==> src/rtl/sc_core_oz_pkg.sv <==
// Shared types and funct3 decoding for the sc_core_oz load/store unit.
// Covers legality, misalignment and forced-alignment rules for RV32I loads and stores.
package sc_core_oz_pkg;

  typedef enum logic [1:0] {
    IDLE,
    REQ,
    WAIT,
    DONE
  } t_lsu_state;

  typedef struct packed {
    logic        rd_en;
    logic        wr_en;
    logic [2:0]  funct3;
    logic [31:0] addr;
    logic [31:0] store_data;
  } m_lsu_ctrl;

  localparam logic [2:0] F3_B  = 3'b000;
  localparam logic [2:0] F3_H  = 3'b001;
  localparam logic [2:0] F3_W  = 3'b010;
  localparam logic [2:0] F3_BU = 3'b100;
  localparam logic [2:0] F3_HU = 3'b101;

  // Exactly one of rd_en/wr_en must be set, with a funct3 that RV32I defines for it.
  function automatic logic lsu_op_legal(input logic rd_en, input logic wr_en,
                                        input logic [2:0] f3);
    if (rd_en == wr_en) return 1'b0;
    if (rd_en) return f3 inside {F3_B, F3_H, F3_W, F3_BU, F3_HU};
    return f3 inside {F3_B, F3_H, F3_W};
  endfunction

  function automatic logic lsu_misaligned(input logic [2:0] f3, input logic [1:0] lo);
    case (f3)
      F3_H, F3_HU: return lo[0];
      F3_W:        return lo != 2'b00;
      default:     return 1'b0;
    endcase
  endfunction

  // Low address bits with the bits that break natural alignment cleared.
  function automatic logic [1:0] lsu_align_lo(input logic [2:0] f3, input logic [1:0] lo);
    case (f3)
      F3_H, F3_HU: return {lo[1], 1'b0};
      F3_W:        return 2'b00;
      default:     return lo;
    endcase
  endfunction

endpackage

==> src/rtl/sc_core_oz_lsu_align.sv <==
// Combinational lane logic for the LSU: byte enables and replicated store data,
// plus shift and sign/zero extension of the returned load word.
module sc_core_oz_lsu_align
  import sc_core_oz_pkg::*;
(
  input  logic        is_load,
  input  logic        is_store,
  input  logic [2:0]  funct3,
  input  logic [1:0]  addr_lo,
  input  logic [31:0] store_data,
  input  logic [31:0] rdata,
  output logic [3:0]  be,
  output logic [31:0] wdata,
  output logic [31:0] load_ext
);

  logic [31:0] shifted;

  // NOTE: every output of a combinational block gets a default first so no path can infer a latch.
  always_comb begin
    be    = 4'b0000;
    wdata = store_data;
    if (is_load) begin
      be = 4'b1111;
    end else if (is_store) begin
      case (funct3)
        F3_B: begin
          be    = 4'b0001 << addr_lo;
          wdata = {4{store_data[7:0]}};
        end
        F3_H: begin
          be    = 4'b0011 << {addr_lo[1], 1'b0};
          wdata = {2{store_data[15:0]}};
        end
        default: be = 4'b1111;
      endcase
    end
  end

  always_comb begin
    shifted  = rdata >> {addr_lo, 3'b000};
    load_ext = shifted;
    case (funct3)
      F3_B:    load_ext = {{24{shifted[7]}}, shifted[7:0]};
      F3_BU:   load_ext = {24'h000000, shifted[7:0]};
      F3_H:    load_ext = {{16{shifted[15]}}, shifted[15:0]};
      F3_HU:   load_ext = {16'h0000, shifted[15:0]};
      default: load_ext = shifted;
    endcase
  end

endmodule

==> src/rtl/sc_core_oz_lsu.sv <==
// Load/store unit for the single-cycle core: stalls the PC while a data-memory access runs.
// Build option SC_CORE_OZ_LSU_MISALIGN_TRAP_EN: misaligned ops are dropped and flagged on misalign_err.
module sc_core_oz_lsu
  import sc_core_oz_pkg::*;
#(
  parameter int RSP_TIMEOUT = 255
) (
  input  logic        clk,
  input  logic        rst,
  input  logic [31:0] alu_result,
  input  logic        mem_rd_en,
  input  logic        mem_wr_en,
  input  logic [2:0]  funct3,
  input  logic [31:0] store_data,
  output logic        lsu_stall,
  output logic [31:0] load_data,
  output logic        load_valid,
  output logic        bus_err,
  output logic        misalign_err,
  output logic        dmem_req_valid,
  input  logic        dmem_req_ready,
  output logic [31:0] dmem_req_addr,
  output logic        dmem_req_we,
  output logic [3:0]  dmem_req_be,
  output logic [31:0] dmem_req_wdata,
  input  logic        dmem_rsp_valid,
  input  logic [31:0] dmem_rsp_rdata
);

  localparam int CW = (RSP_TIMEOUT > 1) ? $clog2(RSP_TIMEOUT + 1) : 1;
  localparam logic [CW:0] TO_VAL = (CW + 1)'(RSP_TIMEOUT);

  t_lsu_state  state;
  m_lsu_ctrl   ctrl_q;
  logic [CW-1:0] cnt;
  logic [CW:0]   cnt_inc;
  logic          timeout_hit;
  logic          legal;
  logic          start;
  logic [31:0]   eff_addr;
  logic [31:0]   load_ext;
`ifdef SC_CORE_OZ_LSU_MISALIGN_TRAP_EN
  logic          trap;
`endif

  always_comb begin
    legal = lsu_op_legal(mem_rd_en, mem_wr_en, funct3);
`ifdef SC_CORE_OZ_LSU_MISALIGN_TRAP_EN
    trap         = legal && lsu_misaligned(funct3, alu_result[1:0]);
    start        = legal && !trap;
    eff_addr     = alu_result;
    misalign_err = !rst && (state == IDLE) && trap;
`else
    start        = legal;
    eff_addr     = {alu_result[31:2], lsu_align_lo(funct3, alu_result[1:0])};
    misalign_err = 1'b0;
`endif
    lsu_stall = ((state == IDLE) && start) || (state == REQ) || (state == WAIT);
  end

  // The same response cycle that would expire the watchdog still delivers data.
  always_comb begin
    cnt_inc     = {1'b0, cnt} + 1'b1;
    timeout_hit = (RSP_TIMEOUT != 0) && (cnt_inc == TO_VAL);
  end

  // Request fields come straight from the registered control word, so they stay stable in REQ.
  assign dmem_req_addr = {ctrl_q.addr[31:2], 2'b00};
  assign dmem_req_we   = ctrl_q.wr_en;

  sc_core_oz_lsu_align u_align (
    .is_load    (ctrl_q.rd_en),
    .is_store   (ctrl_q.wr_en),
    .funct3     (ctrl_q.funct3),
    .addr_lo    (ctrl_q.addr[1:0]),
    .store_data (ctrl_q.store_data),
    .rdata      (dmem_rsp_rdata),
    .be         (dmem_req_be),
    .wdata      (dmem_req_wdata),
    .load_ext   (load_ext)
  );

  // NOTE: sequential state uses non-blocking assignments so every register samples pre-edge values.
  always_ff @(posedge clk) begin
    if (rst) begin
      state          <= IDLE;
      ctrl_q         <= '0;
      cnt            <= '0;
      dmem_req_valid <= 1'b0;
      load_data      <= '0;
      load_valid     <= 1'b0;
      bus_err        <= 1'b0;
    end else begin
      load_valid <= 1'b0;
      bus_err    <= 1'b0;
      case (state)
        IDLE: begin
          if (start) begin
            ctrl_q.rd_en      <= mem_rd_en;
            ctrl_q.wr_en      <= mem_wr_en;
            ctrl_q.funct3     <= funct3;
            ctrl_q.addr       <= eff_addr;
            ctrl_q.store_data <= store_data;
            dmem_req_valid    <= 1'b1;
            state             <= REQ;
          end
        end
        REQ: begin
          if (dmem_req_ready) begin
            dmem_req_valid <= 1'b0;
            cnt            <= '0;
            state          <= ctrl_q.rd_en ? WAIT : DONE;
          end
        end
        WAIT: begin
          if (cnt != '1) cnt <= cnt + 1'b1;
          if (dmem_rsp_valid) begin
            load_data  <= load_ext;
            load_valid <= 1'b1;
            state      <= DONE;
          end else if (timeout_hit) begin
            load_data  <= '0;
            load_valid <= 1'b1;
            bus_err    <= 1'b1;
            state      <= DONE;
          end
        end
        default: state <= IDLE;
      endcase
    end
  end

endmodule

==> config.mk <==
export PLATFORM = sky130hd
export DESIGN_NAME = sc_core_oz_lsu
export DESIGN_NICKNAME = d
export VERILOG_FILES = /design/src/rtl/sc_core_oz_pkg.sv /design/src/rtl/sc_core_oz_lsu_align.sv /design/src/rtl/sc_core_oz_lsu.sv
export SDC_FILE = /design/constraint.sdc
export NUM_CORES = 1
export LEC_CHECK = 0
export BUFFER_PORTS_ARGS = -buffer_cell sky130_fd_sc_hd__buf_2
export CAP_MARGIN = 20
export CELL_PAD_IN_SITES_DETAIL_PLACEMENT = 1
export CELL_PAD_IN_SITES_GLOBAL_PLACEMENT = 1
export CORE_MARGIN = 10
export CORE_UTILIZATION = 35
export CTS_CLUSTER_SIZE = 30
export DETAILED_ROUTE_END_ITERATION = 16
export PLACE_DENSITY_LB_ADDON = 0.1
export RECOVER_POWER = 50
export SYNTH_ARGS = -nofsm -noshare
export SYNTH_HDL_FRONTEND = slang
export SYNTH_SLANG_ARGS = --single-unit
export TNS_END_PERCENT = 50
==> constraint.sdc <==
create_clock -name clk -period 2.35 [get_ports clk]
set_clock_uncertainty 0.2 [all_clocks]
set_input_delay 0.3525 -clock clk [delete_from_list [all_inputs] [get_ports clk]]
set_output_delay 0.3525 -clock clk [all_outputs]
set_load 0.01 [all_outputs]
== Word level (Yosys, flattened, before mapping) ==
Cells that the tools add are included.
Storage, ports and cells
  memories kept: 0
  output and inout port bits: 106
  ROM bits: 0
  bits in latches: 0
  register bits: 114
  bits in writable memories: 0
  word-level logic and storage cells: 83
Cells by class
  order comparisons: 0
  add/sub/neg operators: 2
  bitwise gates (word level): 1
  muxes and demuxes: 31
  div/mod/pow operators: 0
  equality and inequality tests: 16
  multipliers: 0
  reduce and logical (&&, ||, !) cells: 19
  shift-type cells: 3
Operators by type and width (number)
  $mux W32: 4
  $pmux W32 S4: 1
  $pmux W32 S2: 1
  $shr A32 B5 Y32: 1
  $mux W8: 2
  $pmux W8 S2: 1
  $eq A3 B3 Y1 const B: 4
  $mux W1: 12
  $add A8 B1 Y9 const B: 1
  $eq A9 B8 Y1 const B: 1
  $reduce_and A3 Y1: 3
  $add A8 B1 Y8 const B: 1
  $mux W2: 4
  $mux W4: 2
  $ne A8 B8 Y1 const B: 1
  $pmux W4 S2: 1
  $eq A3 B1 Y1 const B: 2
  $logic_not A3 Y1: 2
  $pmux W2 S3: 1
  $reduce_bool A2 Y1: 3
  $reduce_bool A5 Y1: 1
  $ne A2 B2 Y1 const B: 2
  $pmux W2 S2: 1
  $reduce_and A2 Y1: 2
  other kinds (16): 18

== Longest topological paths before layout ==
Gate-level depths: netlist (run 1).
  depth in word-level cells: 8
  depth in mapped cells: 9

== Cells and area by module ==
A second synthesis (run 1) with hierarchy kept.
Second synthesis, totals
  cells, all modules: 761
  area total of the unflattened synthesis: 6032.0 µm²
By module, submodules not included
  sc_core_oz_lsu: times used 1, cells an instance 584, area an instance 4789.6 µm²
  sc_core_oz_lsu_align: times used 1, cells an instance 177, area an instance 1242.4 µm²

== Least setup slack after synthesis (run 1) ==
OpenSTA, ideal clock, no wires.
  path type: register to output
  start point: register ctrl_q (netlist bit dmem_req_we)
  end point: output port dmem_req_wdata[20]
  stages on the path, launching flop included: 4
  required time: 1.798 ns
  setup slack: 0.149 ns
  arrival: 1.649 ns
  path buffers: 1
  path through: dfxtp_1 > nor4b_2 > clkbuf_1 > mux2_2
Between the ends
  cells in the longest elaborated chain, start to end: 2
Ends and longest elaborated chain
  start, declared: line sc_core_oz_lsu.sv:34  | m_lsu_ctrl ctrl_q;
  $mux W32: line sc_core_oz_lsu_align.sv:25  | end else if (is_store) begin
  $mux W32: line sc_core_oz_lsu_align.sv:23  | if (is_load) begin
  end, declared: line sc_core_oz_lsu.sv:25  | output logic [31:0] dmem_req_wdata,
Every way passes these cells.

== Final worst setup path (run 1) ==
  start point: register ctrl_q[68] in the netlist's numbering
  end point: output port dmem_req_wdata[16]
Between the ends
  cells in the longest elaborated chain, start to end: 1
Ends and longest elaborated chain (line)
  $mux W32: sc_core_oz_lsu_align.sv:23
Every way passes these cells.

==> results.txt, run 1 <==
die width -> 148.1 µm
worst hold endpoint -> ctrl_q[65]$_SDFFE_PP0P_
TritonCTS buffer count -> 17
final core occ -> 0.5115
CORE AREA -> 16000 µm²
failing checks -> negative setup slack
CP most frequent cell -> buf_6
final setup vio count -> 3
antenna viol nets, final -> 0
Post-DP Area -> 6759 µm²
cell accounting for the most synthesized area -> dfxtp_1
Crit. End Element -> output pin
first-pass GRT wire length -> 34.31 mm
wire per inst -> 18.28 µm
CP arrival -> 1.80 ns
ys flop type -> dfxtp_1
sequential area share after synthesis -> 0.3976
CTS Sinks -> 114
fin area -> 8184 µm²
Reg2Reg Capture Point -> load_data[8]$_SDFFE_PP0P_
final WL -> 21.55 mm
Via density -> 4.986
Worst Reg-to-Reg Cells -> 8
Die Height -> 148.1 µm
nets -> 1060
insertion delay to the later sink of the worst-skew pair -> 0.41 ns
crit share post-route -> 1.003
synthesized instance count -> 714
H-tree levels -> 4
antenna violations before repair -> 1
remaining routing DRC violations -> 0
synth warn -> 0
CP top delay family -> buffers and inverters
largest net degree at the start of global routing -> 48
via count -> 5878
Cell variety after synth -> 56
CP Max Fanout -> 6
GP Congestion -> 0.8252
CP Buf/Inv Count -> 3
Post-synth EDFFs -> 0
P&R area growth vs syn -> 42.60%
Post-Syn Area per Cell -> 8.038 µm²
post-synth top area share -> 0.3976
clock-pin transition on the worst setup and hold timing paths -> 0.05 ns
post-DP HPWL -> 14.96 mm
root buffer cell -> clkbuf_16
reg2reg setup slack -> 0.09 ns
r2r startpoint -> cnt[1]$_SDFFE_PP0P_
critical path cell sequence -> nor4b_4, buf_6, buf_12, mux2_4, buf_6
max cap viols -> 0
endpoints failing hold -> 0
kind of critical path -> flop to output pin
CTS tree -> yes
Required @ worst endpoint -> 1.80 ns
hold_sp -> funct3[1]
Worst Slack Setup Final -> -0.007232 ns
Max Slew Vio Count -> 0
row cnt -> 46
Hold Slack -> 0.02793 ns
Worst path max stage delay -> 0.36 ns
Max clock buf depth -> 2
worst hold stages -> 3
layout cell share with drive strength beyond 1 -> 0.2536
initial DRC count -> 246
pwr/cell area -> 831.9 nW/µm²
ys async rst share -> 0
CP max-delay cell -> dfxtp_4
P_leak -> 3.265 nW
Hold Crit Class -> input pin to flop
outcome -> finished, violations left
dominant cells by area after synthesis -> dfxtp_1, nand2_1, a21oi_1
Initial Util -> 0.3587
num ports -> 211
DIE AREA -> 21920 µm²
synthesized area -> 5739 µm²
Seq cells post-synth -> 114
FMAX -> 424.2 MHz
Pre-antenna DRT Iters -> 4
Max IR drop VDD -> 0.0005110 V
PortBufs -> 207
RSZ-0062 raised after global routing -> true
Total Routing Usage GR -> 0.1935
final worst path period need -> 2.357 ns
Fillers -> 2031
number of global-route vias before repair -> 6474
startpoint types -> flop
global route total overflow -> 0
[stage by stage]
stage,worst slack [ns],std cells,power (mW),TNS (ns)
detailed placement,0.03040,1074,3.952,0
floorplan,0.1489,716,3.361,0
CTS,-0.04148,1175,6.883,-0.1144
finish,-0.007232,1179,6.809,-0.01166
global placement,0.1536,1074,3.901,0
global route,-0.09281,1178,7.182,-1.667
[logic make-up after synthesis]
family                   after synthesis  share of synthesized area
AO/OA/AOI/OAI                        171                     0.1781
XOR/XNOR                               4                   0.006104
adder cells (fa/ha/maj)                6                    0.01308
buffers and inverters                105                     0.1044
flip-flops                           114                     0.3976
multiplexers                          58                     0.1055
other                                  1                  0.0006534
AND/OR/NAND/NOR                      255                     0.1945
[layout make-up]
class                           count  area [µm²]  area share
Multi-Input combinational cell    497        2968      0.3626
Sequential cell                   114        2297      0.2807
Timing Repair Buffer              305        1974      0.2412
Clock buffer                       19       432.9     0.05290
Tap cell                          216       270.3     0.03302
Clock inverter                     13       186.4     0.02278
Inverter                           14       52.55    0.006421
Antenna cell                        1       2.502   0.0003058
[routing by layer]
layer / track usage / wire (µm) / vias up
met5: 0 / 13 / -
met4: 0.07185 / 468 / 2
met3: 0.06159 / 1356 / 38
met2: 0.3409 / 10930 / 150
met1: 0.2126 / 8784 / 2828
li1: - / - / 2860
[how the worst max path moves through the flow]
stage               slack, ns                startpoint  cells after the start                         end
floorplan                0.15  dmem_req_we$_SDFFE_PP0P_                      3          dmem_req_wdata[20]
global placement         0.15       cnt[1]$_SDFFE_PP0P_                      8  load_data[23]$_SDFFE_PP0P_
detailed placement       0.03       cnt[1]$_SDFFE_PP0P_                      8         cnt[3]$_SDFFE_PP0P_
CTS                     -0.04   ctrl_q[66]$_SDFFE_PP0P_                      6          dmem_req_wdata[30]
global route            -0.09   ctrl_q[68]$_SDFFE_PP0P_                      5          dmem_req_wdata[16]
finish                 -0.007   ctrl_q[68]$_SDFFE_PP0P_                      5          dmem_req_wdata[16]
[state kept, by name, indices dropped and copies added, names as in the netlist]
name	cells
cnt	8
load_data	32
load_valid	1
state	2
dmem_req_valid	1
dmem_req_we	1
dmem_req_addr	30
ctrl_q	38
bus_err	1
[layout by cell type (no fill, tap or decap), types with 4 or more instances in the layout]
master and n:
dlygate4sd3_1 65, o21ai_0 35, bufinv_16 4, nand4_1 8, buf_6 11, buf_12 4
clkbuf_16 17, a22o_1 12, clkinvlp_4 4, mux2_2 11, buf_4 26, buf_2 123
nand3_1 11, a32o_1 7, nor2_1 23, nor2_2 4, mux2i_1 38, inv_1 12
nand2b_1 18, a21o_1 4, a21oi_1 96, clkbuf_1 77, ha_1 5, dfxtp_1 108
nand2_1 169, xor2_1 4, mux2_4 8
[where the power goes]
part           internal [mW]  total (mW)  switching, mW
Clock                   1.77        2.71          0.935
Combinational          0.788        1.83           1.05
Sequential              2.12        2.27          0.147
[Yosys cell counts (2+ instances only)]
cell	count
nor2_1	27
nand3_1	12
and2_1	2
nand2_1	170
buf_1	7
ha_1	6
xor2_1	4
a21oi_1	98
mux2_2	19
nor2b_1	3
inv_2	2
mux2i_1	38
a21o_1	4
buf_6	3
or3_1	2
buf_4	45
dfxtp_1	114
a32o_1	7
inv_1	12
nand4_1	8
a22o_1	12
clkbuf_1	32
o21ai_0	35
nand2b_1	18
buf_2	3
[worst reg2reg max path, cell delays in order (launching register included)]
cell and delay (ns):
dfxtp_1 0.43, ha_4 0.19, nand3_2 0.10, xor2_1 0.18, nor4_2 0.27, a31o_2 0.28, a21oi_4 0.08, buf_12 0.18
a22o_1 0.24
[timing repair]
action                                  CTS  global route
pin swaps                                 1             3
gates cloned                              2             0
endpoints found under the setup margin   21            55
endpoints found under the hold margin    65             0
buffers inserted                          2             4
resized for setup                        26            17
hold buffers                             65             0
No activity file was read; power rests on OpenSTA's default activity.
==> run 2: changes to the inputs <==
--- a/config.mk
+++ b/config.mk
@@ -10,7 +10,8 @@
 export CELL_PAD_IN_SITES_DETAIL_PLACEMENT = 1
 export CELL_PAD_IN_SITES_GLOBAL_PLACEMENT = 1
 export CORE_MARGIN = 10
-export CORE_UTILIZATION = 35
+export CORE_UTILIZATION = 37
+export CTS_BUF_LIST = sky130_fd_sc_hd__clkbuf_2 sky130_fd_sc_hd__clkbuf_4 sky130_fd_sc_hd__clkbuf_8
 export CTS_CLUSTER_SIZE = 30
 export DETAILED_ROUTE_END_ITERATION = 16
 export PLACE_DENSITY_LB_ADDON = 0.1
==> run 2 against run 1 <==
Net effect: the run still ends with negative setup slack left; via count is 0.58% higher; register-to-register slack worse by 0.06 ns; fmax is 1.5% lower; sequential power about the same; non-clock buffer count down 1; clock power is 30% lower; final cell count down 2.2%; cell area is 2.3% lower.
==> results.txt, run 2 (same netlist as run 1, synthesis figures left out) <==
CTS Sinks -> 114 (unchanged)
outcome -> finished, violations left (unchanged)
Slew headroom -> 0.5265
PortBufs -> 207 (unchanged)
Required @ worst endpoint -> 1.80 ns (about the same)
first-pass GRT wire length -> 33.98 mm (was 34.31 mm)
Total Routing Usage GR -> 0.2069 (was 0.1935)
layout cell share with drive strength beyond 1 -> 0.2667 (was 0.2536)
pwr/cell area -> 756.0 nW/µm² (was 831.9 nW/µm²)
met3 routed WL -> 1.739 mm (was 1.356 mm)
post-DP HPWL -> 14.83 mm (was 14.96 mm)
Max clock buf depth -> 2 (unchanged)
startpoint types -> flop (unchanged)
kind of critical path -> flop to output pin (unchanged)
share of total power in combinational logic -> 0.312 (was 0.269)
CORE AREA -> 15200 µm² (was 16000 µm²)
largest net degree at the start of global routing -> 62 (was 48)
Hold Slack -> 0.03226 ns (was 0.02793 ns)
Switch Pwr -> 2.071 mW (was 2.128 mW)
final WL -> 22.07 mm (was 21.55 mm)
Initial Util -> 0.3775 (was 0.3587)
final core occ -> 0.5258 (was 0.5115)
clock-pin transition on the worst setup and hold timing paths -> 0.07 ns (was 0.05 ns)
Setup crit end -> dmem_req_wdata[18] (was dmem_req_wdata[16])
max reg flops -> 38 (unchanged)
final worst path period need -> 2.393 ns (was 2.357 ns)
RSZ-0062 raised after global routing -> true (unchanged)
TritonCTS buffer count -> 17 (unchanged)
FMAX -> 417.9 MHz (was 424.2 MHz)
row cnt -> 45 (was 46)
number of global-route vias before repair -> 6492 (was 6474)
Met1 Wirelength -> 8.531 mm (was 8.784 mm)
most common cell after layout, fill and taps aside -> nand2_1 (unchanged)
num ports -> 211 (unchanged)
DIE AREA -> 20890 µm² (was 21920 µm²)
CP arrival -> 1.84 ns (was 1.80 ns)
reg2reg setup slack -> 0.03 ns (was 0.09 ns)
insertion delay to the later sink of the worst-skew pair -> 0.45 ns (was 0.41 ns)
most frequent cells in the layout -> nand2_1, buf_2, dfxtp_1, a21oi_1, clkbuf_1 (unchanged)
Top Layer Used -> met5 (unchanged)
P_leak -> 3.193 nW (was 3.265 nW)
clock share of power -> 0.313 (was 0.397)
CP Max Fanout -> 6 (unchanged)
endpoints failing hold -> 0 (unchanged)
global route total overflow -> 0 (unchanged)
Hold Crit Class -> input pin to flop (unchanged)
metal2 WL -> 11.39 mm (was 10.93 mm)
via count -> 5912 (was 5878)
Max IR drop VDD -> 0.0005806 V (was 0.0005110 V)
Pre-antenna DRT Iters -> 5 (was 4)
Crit. End Element -> output pin (unchanged)
H-tree levels -> 4 (unchanged)
max cap viols -> 0 (unchanged)
initial DRC count -> 211 (was 246)
Critical Path Source -> ctrl_q[66]$_SDFFE_PP0P_ (was ctrl_q[68]$_SDFFE_PP0P_)
Via density -> 5.127 (was 4.986)
Worst Reg-to-Reg Cells -> 7 (was 8)
die width -> 144.5 µm (was 148.1 µm)
Max Slew Vio Count -> 0 (unchanged)
nets -> 1059 (was 1060)
Worst Slack Setup Final -> -0.04309 ns (was -0.007232 ns)
antenna violations before repair -> 7 (was 1)
P&R area growth vs syn -> 39.29% (was 42.60%)
wire per inst -> 19.14 µm (was 18.28 µm)
root buffer cell -> clkbuf_8 (was clkbuf_16)
share of power burned in registers -> 0.375 (was 0.333)
Most flops, register -> ctrl_q (unchanged)
Die Height -> 144.5 µm (was 148.1 µm)
CTS tree -> yes (unchanged)
remaining routing DRC violations -> 0 (unchanged)
final setup vio count -> 8 (was 3)
Worst-Margin Slew -> 0.7103 ns
internal power -> 3.972 mW (was 4.681 mW)
GP Congestion -> 0.8536 (was 0.8252)
failing checks -> negative setup slack (unchanged)
r2r startpoint -> cnt[1]$_SDFFE_PP0P_ (unchanged)
crit share post-route -> 1.018 (was 1.003)
antenna viol nets, final -> 0 (unchanged)
Reg2Reg Capture Point -> state[1]$_SDFFE_PP0P_ (was load_data[8]$_SDFFE_PP0P_)
sw frac -> 0.3427 (was 0.3125)
run 2: changes by cell type in the layout (fill, tap and decap cells not counted), moves of 4 or more:
| cell | before | now |
|---|---|---|
| buf_4 | 26 | 19 |
| diode_2 | 1 | 5 |
| nor2_1 | 23 | 17 |
| a21oi_2 | 3 | 9 |
| nor2_2 | 4 | 8 |
| clkbuf_8 | 0 | 21 |
| a21oi_1 | 96 | 90 |
| clkbuf_16 | 17 | 0 |
run 2: worst min-delay path by stage:
stage                                           to  cells past startpoint  slack [ns]                      startpoint
floorplan                       bus_err$_SDFF_PP0_                      1        0.23                  dmem_rsp_valid
global placement     dmem_req_addr[8]$_SDFFE_PP0P_                      2        0.24   dmem_req_addr[8]$_SDFFE_PP0P_
detailed placement  dmem_req_addr[11]$_SDFFE_PP0P_                      2        0.25  dmem_req_addr[11]$_SDFFE_PP0P_
CTS                          load_valid$_SDFF_PP0_                      2       0.008                             rst
global route                 load_valid$_SDFF_PP0_                      2        0.01                             rst
finish                       load_valid$_SDFF_PP0_                      2        0.03                             rst
run 2: cell type report:
cell class | count | area, µm²
Fill cell | 1901 | 7208
Multi-Input combinational cell | 497 | 3000
Inverter | 14 | 57.56
Sequential cell | 114 | 2301
Clock inverter | 9 | 105.1
Clock buffer | 22 | 296.5
Tap cell | 188 | 235.2
Timing Repair Buffer | 304 | 1986
Antenna cell | 5 | 12.51
run 2: repair_timing:
| action | CTS | global route |
|---|---|---|
| resized for setup | 29 | 36 |
| hold buffers | 68 | 0 |
| buffers inserted | 3 | 0 |
| pin swaps | 0 | 5 |
| gates cloned | 2 | 0 |
| endpoints found under the setup margin | 25 | 67 |
| hold endpoints to repair | 68 | 0 |
run 2: critical path: stages (launching register included):
cell,delay (ns)
dfxtp_4,0.35
nor4b_4,0.27
buf_6,0.18
buf_12,0.15
mux2_4,0.31
buf_6,0.13
run 2: power by group through the flow:
stage	Combinational [mW]	Clock, mW	Sequential, mW
6_report	1.89	1.89	2.27
5_1_grt	2.06	2.03	2.29
4_1_cts	1.89	1.94	2.25
3_5_place_dp	1.68	0	2.29
3_3_place_gp	1.63	0	2.28
2_1_floorplan	1.08	0	2.28
run 2: per-layer routing:
layer | up-vias | track usage
met5 | - | 0
met4 | 4 | 0.06170
met3 | 34 | 0.08626
met2 | 167 | 0.3684
met1 | 2838 | 0.2170
li1 | 2869 | -
run 2: through the flow:
stage               setup WS [ns]  std cells  setup TNS, ns  power, mW  cell area [µm²]
floorplan                  0.1489        716              0      3.361             5747
global placement           0.1612       1044              0      3.911             6721
detailed placement        0.06084       1044              0      3.972             6721
CTS                      -0.09751       1148        -0.6443      6.080             7986
global route              -0.1395       1151         -2.759      6.388             7989
finish                   -0.04309       1153        -0.2804      6.043             7994
==> run 3: changes to the inputs <==
--- a/config.mk
+++ b/config.mk
@@ -14,6 +14,7 @@
 export CTS_BUF_LIST = sky130_fd_sc_hd__clkbuf_2 sky130_fd_sc_hd__clkbuf_4 sky130_fd_sc_hd__clkbuf_8
 export CTS_CLUSTER_SIZE = 30
 export DETAILED_ROUTE_END_ITERATION = 16
+export MAX_ROUTING_LAYER = met4
 export PLACE_DENSITY_LB_ADDON = 0.1
 export RECOVER_POWER = 50
 export SYNTH_ARGS = -nofsm -noshare
==> run 3 against run 2 <==
Net effect: the flow still finishes with violations (negative setup slack); largest power group unchanged; fmax barely moved; non-clock buffer count did not move; critical path depth did not move; die area did not move; sequential power barely moved; cell area barely moved; global-route usage rose by 0.61 points; critical path type unchanged; hold slack got worse by 0.0048 ns; flip-flop and latch count did not move; clock-buffer cell count did not move; combinational power barely moved; clock power barely moved.
==> results.txt, run 3 (same netlist as run 1, synthesis figures left out) <==
CORE AREA -> 15200 µm² (unchanged)
Fillers -> 1904 (was 1901)
max cap viols -> 0 (unchanged)
TritonCTS buffer count -> 17 (unchanged)
critical path cell sequence -> nor4b_4, buf_6, buf_12, mux2_4, buf_6 (unchanged)
failing checks -> negative setup slack (unchanged)
Initial Util -> 0.3775 (unchanged)
met3 routed WL -> 1.329 mm (was 1.739 mm)
CP Max Fanout -> 6 (unchanged)
PortBufs -> 207 (unchanged)
Total Routing Usage GR -> 0.2130 (was 0.2069)
via count -> 5927 (was 5912)
Worst Slack Setup Final -> -0.04472 ns (was -0.04309 ns)
DIE AREA -> 20890 µm² (unchanged)
final setup TNS -> -0.2921 ns (was -0.2804 ns)
Hold Slack -> 0.02742 ns (was 0.03226 ns)
antenna violations before repair -> 7 (unchanged)
Crit. End Element -> output pin (unchanged)
remaining routing DRC violations -> 0 (unchanged)
P&R area growth vs syn -> 39.37% (was 39.29%)
CP most frequent cell -> buf_6 (unchanged)
startpoint types -> flop (unchanged)
first-pass GRT wire length -> 34.02 mm (was 33.98 mm)
final worst path period need -> 2.395 ns (was 2.393 ns)
Pre-antenna DRT Iters -> 4 (was 5)
Die Height -> 144.5 µm (unchanged)
GP Congestion -> 0.8664 (was 0.8536)
row cnt -> 45 (unchanged)
final setup vio count -> 8 (unchanged)
Met1 Wirelength -> 8.924 mm (was 8.531 mm)
CP arrival -> 1.84 ns (about the same)
CTS tree -> yes (unchanged)
CP max-delay cell -> dfxtp_4 (unchanged)
nets -> 1059 (unchanged)
Top Layer Used -> met4 (was met5)
Required @ worst endpoint -> 1.80 ns (about the same)
P_leak -> 3.193 nW (about the same)
Max clock buf depth -> 2 (unchanged)
most common cell after layout, fill and taps aside -> nand2_1 (unchanged)
Hold Crit Class -> input pin to flop (unchanged)
FMAX -> 417.6 MHz (was 417.9 MHz)
Layout Cells excl Fill -> 1155 (was 1153)
wire per inst -> 19.09 µm (was 19.14 µm)
RSZ-0062 raised after global routing -> true (unchanged)
Tot Pwr -> 6.043 mW (about the same)
die width -> 144.5 µm (unchanged)
outcome -> finished, violations left (unchanged)
metal2 WL -> 11.40 mm (was 11.39 mm)
initial DRC count -> 230 (was 211)
kind of critical path -> flop to output pin (unchanged)
final WL -> 22.05 mm (was 22.07 mm)
crit share post-route -> 1.019 (was 1.018)
Slew headroom -> 0.5280 (was 0.5265)
num ports -> 211 (unchanged)
layout cell share with drive strength beyond 1 -> 0.2667 (unchanged)
pwr/cell area -> 755.4 nW/µm² (was 756.0 nW/µm²)
endpoints failing hold -> 0 (unchanged)
insertion delay to the later sink of the worst-skew pair -> 0.45 ns (about the same)
placed cells -> 1044 (unchanged)
number of global-route vias before repair -> 6503 (was 6492)
most frequent cells in the layout -> nand2_1, buf_2, dfxtp_1, a21oi_1, clkbuf_1 (unchanged)
Max IR drop VDD -> 0.0005806 V (about the same)
Max Slew Vio Count -> 0 (unchanged)
clock-pin transition on the worst setup and hold timing paths -> 0.07 ns (about the same)
Via density -> 5.132 (was 5.127)
global route total overflow -> 0 (unchanged)
CTS Sinks -> 114 (unchanged)
largest net degree at the start of global routing -> 62 (unchanged)
H-tree levels -> 4 (unchanged)
pre-CTS WS -> 0.06084 ns (unchanged)
Worst-Margin Slew -> 0.7080 ns (was 0.7103 ns)
Worst path max stage delay -> 0.35 ns (about the same)
Most flops, register -> ctrl_q (unchanged)
max reg flops -> 38 (unchanged)
root buffer cell -> clkbuf_8 (unchanged)
antenna viol nets, final -> 0 (unchanged)
post-DP HPWL -> 14.83 mm (unchanged)
[run 3: routing by layer]
layer,GRT usage,up-vias
li1,-,2866
met2,0.3680,156
met4,0.06170,0
met1,0.2280,2872
met5,-,-
met3,0.07117,33
[run 3: where the power goes]
| part | switching (mW) | leakage (nW) | internal (mW) |
|---|---|---|---|
| Clock | 0.835 | 0.208 | 1.06 |
| Sequential | 0.144 | 0.930 | 2.12 |
| Combinational | 1.09 | 2.06 | 0.795 |
| Total | 2.07 | 3.19 | 3.97 |
[run 3: critical path: cells and delay by family, from the launching register on]
kind	cells	cell delay [ns]
buf+inv	3	0.45
flops	1	0.35
mux	1	0.31
simple gates	1	0.27
[run 3: timing repair]
action                                  in CTS  in global routing
setup buffers                                3                  0
gates resized for setup                     29                 36
cloned                                       2                  0
pin swaps                                    0                  5
endpoints found under the setup margin      25                 67
hold endpoints to repair                    68                  0
hold buffers                                68                  0
[run 3: cell type report]
type	count	area, µm²	area share
Multi-Input combinational cell	497	3000	0.3751
Sequential cell	114	2301	0.2877
Timing Repair Buffer	304	1986	0.2482
Clock buffer	22	296.5	0.03707
Tap cell	188	235.2	0.02941
Clock inverter	9	105.1	0.01314
Inverter	14	57.56	0.007195
Antenna cell	7	17.52	0.002190
[run 3: through the flow]
stage	util	area, µm²
detailed placement	0.4421	6721
CTS	0.5254	7986
finish	0.5262	7999
global route	0.5262	7999
global placement	0.4421	6721
floorplan	-	5747
[run 3: path summary, 6_finish.rpt]
kind | end | cells after the start | slack (ns) | startpoint
max | dmem_req_wdata[18] | 5 | -0.04 | ctrl_q[66]$_SDFFE_PP0P_
min | load_valid$_SDFF_PP0_ | 2 | 0.03 | rst
max reg2reg | state[1]$_SDFFE_PP0P_ | 7 | 0.02 | cnt[1]$_SDFFE_PP0P_
min reg2reg | dmem_req_addr[11]$_SDFFE_PP0P_ | 2 | 0.26 | dmem_req_addr[11]$_SDFFE_PP0P_
